### src/rtl/seven_segment_pkg.sv
// Shared types, glyph constants and the BCD-to-segment lookup for the
// seven-segment value encoder.
package seven_segment_pkg;

   typedef enum logic [1:0] {
      IDLE    = 2'd0,
      CONVERT = 2'd1,
      COMMIT  = 2'd2
   } encoder_state_t;

   localparam int unsigned BCD_WIDTH         = 32'd16;
   localparam int unsigned MAX_DISPLAY_VALUE = 32'd9999;

   // Segment bit0 = a .. bit6 = g, active high
   localparam logic [6:0] SEG_0     = 7'h3F;
   localparam logic [6:0] SEG_1     = 7'h06;
   localparam logic [6:0] SEG_2     = 7'h5B;
   localparam logic [6:0] SEG_3     = 7'h4F;
   localparam logic [6:0] SEG_4     = 7'h66;
   localparam logic [6:0] SEG_5     = 7'h6D;
   localparam logic [6:0] SEG_6     = 7'h7D;
   localparam logic [6:0] SEG_7     = 7'h07;
   localparam logic [6:0] SEG_8     = 7'h7F;
   localparam logic [6:0] SEG_9     = 7'h6F;
   localparam logic [6:0] SEG_DASH  = 7'h40;
   localparam logic [6:0] SEG_BLANK = 7'h00;

   function automatic logic [6:0] bcd_to_segments(input logic [3:0] nibble);
      logic [6:0] seg_s;
      case (nibble)
         4'd0:    seg_s = SEG_0;
         4'd1:    seg_s = SEG_1;
         4'd2:    seg_s = SEG_2;
         4'd3:    seg_s = SEG_3;
         4'd4:    seg_s = SEG_4;
         4'd5:    seg_s = SEG_5;
         4'd6:    seg_s = SEG_6;
         4'd7:    seg_s = SEG_7;
         4'd8:    seg_s = SEG_8;
         4'd9:    seg_s = SEG_9;
         default: seg_s = SEG_BLANK;
      endcase
      return seg_s;
   endfunction

endpackage

### src/rtl/binary_to_bcd_iterative.sv
// Iterative double-dabble converter: one shift-and-correct step per step_en.
// done flags the cycle in which the final step is being taken.
module binary_to_bcd_iterative
   import seven_segment_pkg::*;
#(
   parameter int VALUE_WIDTH = 14
) (
   input  logic                   clk,
   input  logic                   async_rst_n,
   input  logic                   start,
   input  logic                   step_en,
   input  logic [VALUE_WIDTH-1:0] value,
   output logic                   done,
   output logic [BCD_WIDTH-1:0]   bcd
);

   logic [VALUE_WIDTH-1:0] shift_r;
   logic [BCD_WIDTH-1:0]   bcd_r;
   logic [BCD_WIDTH-1:0]   corrected_s;
   logic [3:0]             iter_r;

   // Add-3 correction of every nibble that would overflow decimal on the shift
   always_comb begin
      corrected_s = bcd_r;
      for (int k = 0; k < 4; k++) begin
         if (bcd_r[4*k +: 4] >= 4'd5) begin
            corrected_s[4*k +: 4] = bcd_r[4*k +: 4] + 4'd3;
         end else begin
            corrected_s[4*k +: 4] = bcd_r[4*k +: 4];
         end
      end
   end

   // Shift register, BCD accumulator and step counter
   always_ff @(posedge clk or negedge async_rst_n) begin
      if (!async_rst_n) begin
         shift_r <= '0;
         bcd_r   <= 16'd0;
         iter_r  <= 4'd0;
      end else if (start) begin
         shift_r <= value;
         bcd_r   <= 16'd0;
         iter_r  <= 4'd0;
      end else if (step_en) begin
         bcd_r   <= (corrected_s << 1) | {15'd0, shift_r[VALUE_WIDTH-1]};
         shift_r <= shift_r << 1;
         iter_r  <= iter_r + 4'd1;
      end else begin
         shift_r <= shift_r;
         bcd_r   <= bcd_r;
         iter_r  <= iter_r;
      end
   end

   assign done = step_en && (iter_r == 4'(VALUE_WIDTH - 1));
   assign bcd  = bcd_r;

endmodule

### src/rtl/seven_segment_value_encoder.sv
// Converts a binary count into four registered 7-segment glyphs; values
// above 9999 show dashes and leading zeros are optionally blanked.
module seven_segment_value_encoder
   import seven_segment_pkg::*;
#(
   parameter int VALUE_WIDTH         = 14,
   parameter bit BLANK_LEADING_ZEROS = 1'b1
) (
   input  logic                   clk,
   input  logic                   async_rst_n,
   input  logic                   clk_en,
   input  logic [VALUE_WIDTH-1:0] value,
   input  logic                   value_valid,
   output logic                   value_ready,
   output logic [6:0]             digit_0,
   output logic [6:0]             digit_1,
   output logic [6:0]             digit_2,
   output logic [6:0]             digit_3,
   output logic                   update_done
);

   encoder_state_t       state_r;
   logic                 overflow_r;
   logic                 update_done_r;
   logic [6:0]           digit_0_r, digit_1_r, digit_2_r, digit_3_r;
   logic [6:0]           glyph_0_s, glyph_1_s, glyph_2_s, glyph_3_s;
   logic [BCD_WIDTH-1:0] bcd_s;
   logic                 overflow_s;
   logic                 accept_s;
   logic                 start_s;
   logic                 step_en_s;
   logic                 conv_done_s;

   assign overflow_s = 32'(value) > MAX_DISPLAY_VALUE;
   assign accept_s   = clk_en && value_valid && (state_r == IDLE);
   assign start_s    = accept_s && !overflow_s;
   assign step_en_s  = clk_en && (state_r == CONVERT);

   binary_to_bcd_iterative #(
      .VALUE_WIDTH (VALUE_WIDTH)
   ) u_bcd (
      .clk         (clk),
      .async_rst_n (async_rst_n),
      .start       (start_s),
      .step_en     (step_en_s),
      .value       (value),
      .done        (conv_done_s),
      .bcd         (bcd_s)
   );

   // Glyph selection with dash override and leading-zero blanking
   always_comb begin
      glyph_0_s = bcd_to_segments(bcd_s[3:0]);
      glyph_1_s = bcd_to_segments(bcd_s[7:4]);
      glyph_2_s = bcd_to_segments(bcd_s[11:8]);
      glyph_3_s = bcd_to_segments(bcd_s[15:12]);
      if (overflow_r) begin
         glyph_0_s = SEG_DASH;
         glyph_1_s = SEG_DASH;
         glyph_2_s = SEG_DASH;
         glyph_3_s = SEG_DASH;
      end else if (BLANK_LEADING_ZEROS) begin
         if (bcd_s[15:12] == 4'd0) begin
            glyph_3_s = SEG_BLANK;
         end else begin
            glyph_3_s = bcd_to_segments(bcd_s[15:12]);
         end
         if (bcd_s[15:8] == 8'd0) begin
            glyph_2_s = SEG_BLANK;
         end else begin
            glyph_2_s = bcd_to_segments(bcd_s[11:8]);
         end
         if (bcd_s[15:4] == 12'd0) begin
            glyph_1_s = SEG_BLANK;
         end else begin
            glyph_1_s = bcd_to_segments(bcd_s[7:4]);
         end
      end else begin
         glyph_3_s = bcd_to_segments(bcd_s[15:12]);
      end
   end

   // Control FSM and output registers; update_done clears regardless of clk_en
   always_ff @(posedge clk or negedge async_rst_n) begin
      if (!async_rst_n) begin
         state_r       <= IDLE;
         overflow_r    <= 1'b0;
         update_done_r <= 1'b0;
         digit_0_r     <= SEG_BLANK;
         digit_1_r     <= SEG_BLANK;
         digit_2_r     <= SEG_BLANK;
         digit_3_r     <= SEG_BLANK;
      end else begin
         update_done_r <= 1'b0;
         if (clk_en) begin
            case (state_r)
               IDLE: begin
                  if (value_valid) begin
                     overflow_r <= overflow_s;
                     state_r    <= overflow_s ? COMMIT : CONVERT;
                  end
               end
               CONVERT: begin
                  if (conv_done_s) begin
                     state_r <= COMMIT;
                  end
               end
               COMMIT: begin
                  digit_0_r     <= glyph_0_s;
                  digit_1_r     <= glyph_1_s;
                  digit_2_r     <= glyph_2_s;
                  digit_3_r     <= glyph_3_s;
                  update_done_r <= 1'b1;
                  state_r       <= IDLE;
               end
               default: begin
                  state_r <= IDLE;
               end
            endcase
         end
      end
   end

   assign value_ready = (state_r == IDLE);
   assign digit_0     = digit_0_r;
   assign digit_1     = digit_1_r;
   assign digit_2     = digit_2_r;
   assign digit_3     = digit_3_r;
   assign update_done = update_done_r;

endmodule
### config.mk
export PLATFORM = sky130hd
export DESIGN_NAME = seven_segment_value_encoder
export DESIGN_NICKNAME = d
export VERILOG_FILES = /design/src/rtl/seven_segment_pkg.sv /design/src/rtl/binary_to_bcd_iterative.sv /design/src/rtl/seven_segment_value_encoder.sv
export SDC_FILE = /design/constraint.sdc
export NUM_CORES = 1
export LEC_CHECK = 0
export BUFFER_PORTS_ARGS = -buffer_cell sky130_fd_sc_hd__buf_2
export CORE_MARGIN = 4
export CORE_UTILIZATION = 51
export CTS_CLUSTER_DIAMETER = 30
export CTS_CLUSTER_SIZE = 14
export DETAILED_ROUTE_END_ITERATION = 10
export PLACE_DENSITY = 0.77
export SLEW_MARGIN = 30
export SYNTH_ARGS = -nofsm -noshare
export SYNTH_HDL_FRONTEND = slang
export SYNTH_SLANG_ARGS = --single-unit
### constraint.sdc
create_clock -name clk -period 2.4 [get_ports clk]
set_input_delay 0.12 -clock clk [delete_from_list [all_inputs] [get_ports clk]]
set_output_delay 0.12 -clock clk [all_outputs]
set_load 0.05 [all_outputs]
---- Yosys cells after proc, flatten, opt, wreduce, memory -nomap -nowiden ----
Memories as Yosys holds them, arrays and structs flattened.
Cells that the tools add are included.
word-level totals
  register bits after elaboration ......... 66
  memory bits (read-only) ................. 448
  input bits .............................. 18
  output and inout bits ................... 30
  logic and storage cells ................. 67
  memories kept ........................... 4
operators by class
  add/subtract/negate cells ............... 5
  $lt $le $gt $ge ......................... 5
  eq/ne operators ......................... 5
  multiplexer cells ....................... 23
  bitwise logic cells ..................... 1
  reductions and logical operators ........ 14
memories
  memory            words  bits a word  rd ports  clocked after Yosys merged registers in  write ports  line                     text
  (name not given)  16     7            1         0                                        0            seven_segment_pkg.sv:30  case (nibble)
  (name not given)  16     7            1         0                                        0            seven_segment_pkg.sv:30
  (name not given)  16     7            1         0                                        0            seven_segment_pkg.sv:30
  (name not given)  16     7            1         0                                        0            seven_segment_pkg.sv:30
operators by type and width
  operator                                                           count
  2-to-1 mux 7 bit                                                   7
  2-to-1 mux 16 bit                                                  2
  2-to-1 mux 14 bit                                                  2
  2-to-1 mux 4 bit                                                   5
  greater-or-equal comparator 4 x 3 -> 1 bit, second input constant  4
  bitwise OR 16 x 1 -> 16 bit                                        1
  > comparator 14 bit, second input constant                         1
  adder 4 x 2 -> 4 bit, second input constant                        3
  zero test 12 bit                                                   1
  zero test 8 bit                                                    1
  2-to-1 mux 2 bit                                                   3
  AND reduction 3 bit                                                2
  logical AND 1 bit                                                  5
  adder 4 x 1 -> 4 bit, second input constant                        1
  equality test 4 bit, second input constant                         1
  zero test 4 bit                                                    1
  != test 2 bit, second input constant                               2
  one-hot mux 2 bit (2 select lines)                                 1
  adder 3 x 2 -> 3 bit, second input constant                        1
  2-to-1 mux 3 bit                                                   1
  equality test 2 x 1 -> 1 bit, second input constant                1
  equality test 2 bit, second input constant                         1
  zero test 2 bit                                                    1
  2-to-1 mux 1 bit                                                   2
  other kinds (3)                                                    3

---- Logic depth before layout (Yosys ltp) ----
  depth in word-level cells ............... 5
  depth in mapped cells ................... 7
  gate-level depth less buffers ........... 6

---- Modules after synthesis ----
Synthesis repeated with hierarchy kept, for this count alone.
second synthesis, totals
  cells, all modules ...................... 415
  area, all modules ....................... 3897.5 um2
by module, submodules not included
  module                       instances  cells an instance  area each (um2)  sequential area each (um2)
  seven_segment_value_encoder  1          225                2057.0           800.8
  binary_to_bcd_iterative      1          190                1840.5           850.8

---- Least setup slack after synthesis ----
Ideal clock, no wire load.
  path kind ............................... register to register
  start ................................... register u_bcd.bcd_r[9] (netlist: u_bcd.bcd[9])
  end ..................................... register digit_1_r[4] (netlist: digit_1[4])
  library setup time ...................... 125 ps
  arrival time ............................ 1716 ps
  data required time ...................... 2275 ps
  setup slack ............................. 560 ps
  stages on the path, launching flop included .. 7
  path buffers ............................ 0
  clock period less this slack ............ 1840 ps
  cell sequence ........................... dfrtp_1 > inv_1 > ha_1 > or4b_4 > or2_4 > o311ai_2 > nand2_1
between the ends
  word-level cells in the longest chain between the ends .. 3
ends and longest elaborated chain
  what                    line                                text
  from (decl)             binary_to_bcd_iterative.sv:18       logic [BCD_WIDTH-1:0] bcd_r;
  from (signal assigned)  binary_to_bcd_iterative.sv:45       bcd_r <= (corrected_s << 1) | {15'd0, shift_r[VALUE_WIDTH-1]};
  from (signal assigned)  binary_to_bcd_iterative.sv:50       bcd_r <= bcd_r;
  zero test 12 bit        seven_segment_value_encoder.sv:73   if (bcd_s[15:4] == 12'd0) begin
  2-to-1 mux 7 bit        seven_segment_value_encoder.sv:73
  2-to-1 mux 7 bit        seven_segment_value_encoder.sv:57   if (overflow_r) begin
  to (signal assigned)    seven_segment_value_encoder.sv:110  digit_1_r <= glyph_1_s;
  to (decl)               seven_segment_value_encoder.sv:25   logic [6:0] digit_0_r, digit_1_r, digit_2_r, digit_3_r;
Every way passes these cells.
A chain may end at the register's enable or synchronous reset.

---- Worst setup path after layout ----
  start ................................... register u_bcd.bcd_r[8] (netlist: u_bcd.bcd[8])
  end ..................................... register digit_1_r[2] (netlist: digit_1[2])
The elaborated chain is that of the path after synthesis.

==> metrics.txt <==
Final Max Tran Viols 0; post-cts hold buffer count 2; Mapped Area 3760 um2; chip height 93.8 um; Vias 2999; Starting Density 52.1%; GP Congestion 0.831; Max Cap Violations 0; wire length of the first global-routing pass 13400 um; fmax 503 MHz; Least-Margin Pin Slew 0.585 ns; GRT Resource Usage Total 19.2%; Final Hold Viols 0; std cell rows 31; Hold Crit Start value[3]; time the worst path needs with I/O delays and setup 1.99 ns; final setup margin 0.412 ns; RSZ-0062 raised after global routing no; synthesized area per cell 9.06 um2; critical path data arrival time 2.23 ns; reg-to-reg startpoint u_bcd.bcd[8]$_DFFE_PN0P_; initial antenna violation count 0; WHS Endpoint u_bcd.shift_r[3]$_DFFE_PN0P_; Hold Path Class primary input to flip-flop; final wirelength 7770 um; r2r endpoint digit_1[2]$_DFFE_PN0P_; # diodes 0; Vias/cell 5.36; DR pass1 iterations 4; worst skew pair latency 0.35 ns; IO Port Bufs 47; total core area 7210 um2; Die X 93.8 um; Peak VDD IR 0.624 mV; Syn-to-layout area delta 13.1%; fin crit share 82.8%; Seq cells post-synth 66; Mapped Cells 415; clk sinks 66; Pwr Total 5.29 mW; Max-slew headroom 61.0%; status complete, no violations; Setup Buffers After CTS 0; fraction of registers with async set/reset 100%; WHS 0.00576 ns; worst hold path stage count 2; crit-path max FO 7; critical path class flip-flop to flip-flop; Main synth FF type dfrtp_1; Initial DRC Count 187; clk_skew 0.00896 ns; wire length per cell 13.9 um; syn_nets 461; Die Footprint 8810 um2; post-synthesis sequential area ratio 43.9%; final instance area 4250 um2; total grt overflow 0; Yosys Warn Count 0; CTS tree done; H-tree depth 3; reg2reg setup slack 0.41 ns; P per Cell Area 1240 nW/um2; # IOs 48; NumNets Final 502; library cells used by synthesis 48; clk slew on worst S/H paths 0.08 ns; largest net degree at the start of global routing 42; CTS Root Cell clkbuf_8; P_leak 2.04 nW; worst path required time 2.64 ns; post-cts sizing count 0; Setup crit start kind flip-flop; placed cell areas 4060 um2; EDFF count, synth 0; dpl hpwl 5510 um; number of buffers created by CTS 9; crit end category flip-flop; Clock Path Buffers 2; Reg2Reg Depth 6; vias in the first global route 2969; Setup WS pre-CTS 0.416 ns; # DRC 0; Fillers 662; antenna-violating nets left 0; share of cells above drive strength 1 19.1%; TNS Setup 0 ns; # setup viols final 0
==> area by class of cell <==
class / count / area, um2 / area share (%)
Clock buffer: 10 / 138 / 3.24
Multi-Input combinational cell: 303 / 1910 / 45.0
Clock inverter: 6 / 32.5 / 0.765
Timing Repair Buffer: 55 / 313 / 7.36
Tap cell: 99 / 124 / 2.91
Sequential cell: 66 / 1650 / 38.9
Inverter: 21 / 78.8 / 1.85
==> registers in the layout (all words and copies together), names as in the netlist <==
signal and cells:
digit_0 7, digit_1 7, digit_2 7, digit_3 7
overflow_r 1, state_r 2, u_bcd.bcd 16, u_bcd.iter_r 4
u_bcd.shift_r 14, update_done 1
==> cell usage in the layout, fill, tap and decap left out, drive strengths merged, types with 2 or more instances in the layout <==
cell type / Yosys / routed
a21o: 2 / 2
nand2b: 9 / 9
mux2: 13 / 13
a32o: 3 / 3
a211oi: 3 / 3
xor2: 4 / 4
clkbuf: 15 / 10
ha: 28 / 28
mux2i: 4 / 4
nor3: 9 / 9
dfrtp: 66 / 66
nand2: 80 / 80
inv: 21 / 21
a21oi: 25 / 25
buf: 10 / 53
nand3: 13 / 13
nor2: 21 / 21
o211ai: 3 / 3
nor3b: 6 / 6
xnor2: 2 / 2
nand3b: 3 / 3
a31oi: 7 / 7
or3: 10 / 10
o22ai: 2 / 2
o21a: 2 / 2
nor2b: 4 / 4
clkinv: 0 / 5
o21ai: 34 / 34
dlygate4sd3: 0 / 2
==> cells in the mapped netlist, types with 2 or more instances <==
cell	count	share of area (%)
a211oi_1	3	0.60
a21o_1	2	0.40
a21oi_1	24	3.2
a31oi_1	7	1.2
a32o_1	3	0.80
buf_2	8	1.1
clkbuf_1	15	1.5
dfrtp_1	66	44
ha_1	28	9.3
inv_1	21	2.1
mux2_2	13	3.9
mux2i_1	4	1.1
nand2_1	80	8.0
nand2b_1	9	1.5
nand3_1	13	1.7
nand3b_1	3	0.60
nor2_1	21	2.1
nor2b_1	4	0.67
nor3_1	8	1.1
nor3b_1	6	1.2
o211ai_1	3	0.60
o21a_1	2	0.40
o21ai_0	33	4.4
o22ai_1	2	0.33
or3_1	10	1.7
xnor2_1	2	0.47
xor2_1	4	0.93
==> routing by layer <==
| layer | share of wire, % | up-vias | GRT usage, % | routed length, um |
|---|---|---|---|---|
| met3 | 5.5 | 10 | 3.61 | 427 |
| met5 | 0 | - | 0 | 0 |
| met1 | 44 | 1429 | 23.7 | 3460 |
| met2 | 48 | 65 | 32.3 | 3770 |
| met4 | 1.5 | 0 | 8.66 | 119 |
| li1 | - | 1495 | - | - |
==> kinds of logic after synthesis <==
kind of cell / count (synthesis) / synth area share (%)
AND/OR/NAND/NOR: 163 / 20.7
flip-flops: 66 / 43.9
XOR/XNOR: 6 / 1.40
AO/OA/AOI/OAI: 89 / 14.5
buffers and inverters: 46 / 5.16
adder cells (fa/ha/maj): 28 / 9.32
multiplexers: 17 / 4.96
==> critical path, stage by stage, from the launching register on <==
cell and delay [ns]:
dfrtp_1 0.46, inv_1 0.16, ha_1 0.17, or4b_4 0.47
nor3_2 0.20, o21ai_0 0.14, a32o_1 0.28
==> report_power, final <==
group / leakage (nW) / switching (mW) / internal, mW
logic: 1.09 / 1.65 / 0.877
registers: 0.854 / 0.414 / 1.53
clock network: 0.0916 / 0.429 / 0.393
==> stage by stage <==
step	util, %	std cells
floorplan	-	415
global placement	56.3	542
detailed placement	56.3	542
CTS	58.9	560
global route	58.9	560
finish	58.9	560
==> how the worst max path moves through the flow <==
stage / cells past startpoint / from / slack (ns) / end
final: 6 / u_bcd.bcd[8]$_DFFE_PN0P_ / 0.41 / digit_1[2]$_DFFE_PN0P_
after global routing: 6 / u_bcd.bcd[13]$_DFFE_PN0P_ / 0.25 / u_bcd.bcd[14]$_DFFE_PN0P_
after CTS: 6 / u_bcd.bcd[8]$_DFFE_PN0P_ / 0.41 / digit_1[4]$_DFFE_PN0P_
after detailed placement: 6 / u_bcd.bcd[8]$_DFFE_PN0P_ / 0.42 / digit_1[4]$_DFFE_PN0P_
after global placement: 6 / u_bcd.bcd[9]$_DFFE_PN0P_ / 0.51 / digit_1[2]$_DFFE_PN0P_
after floorplan: 6 / u_bcd.bcd[9]$_DFFE_PN0P_ / 0.56 / digit_1[4]$_DFFE_PN0P_
Power figures use the tool's default switching activity.
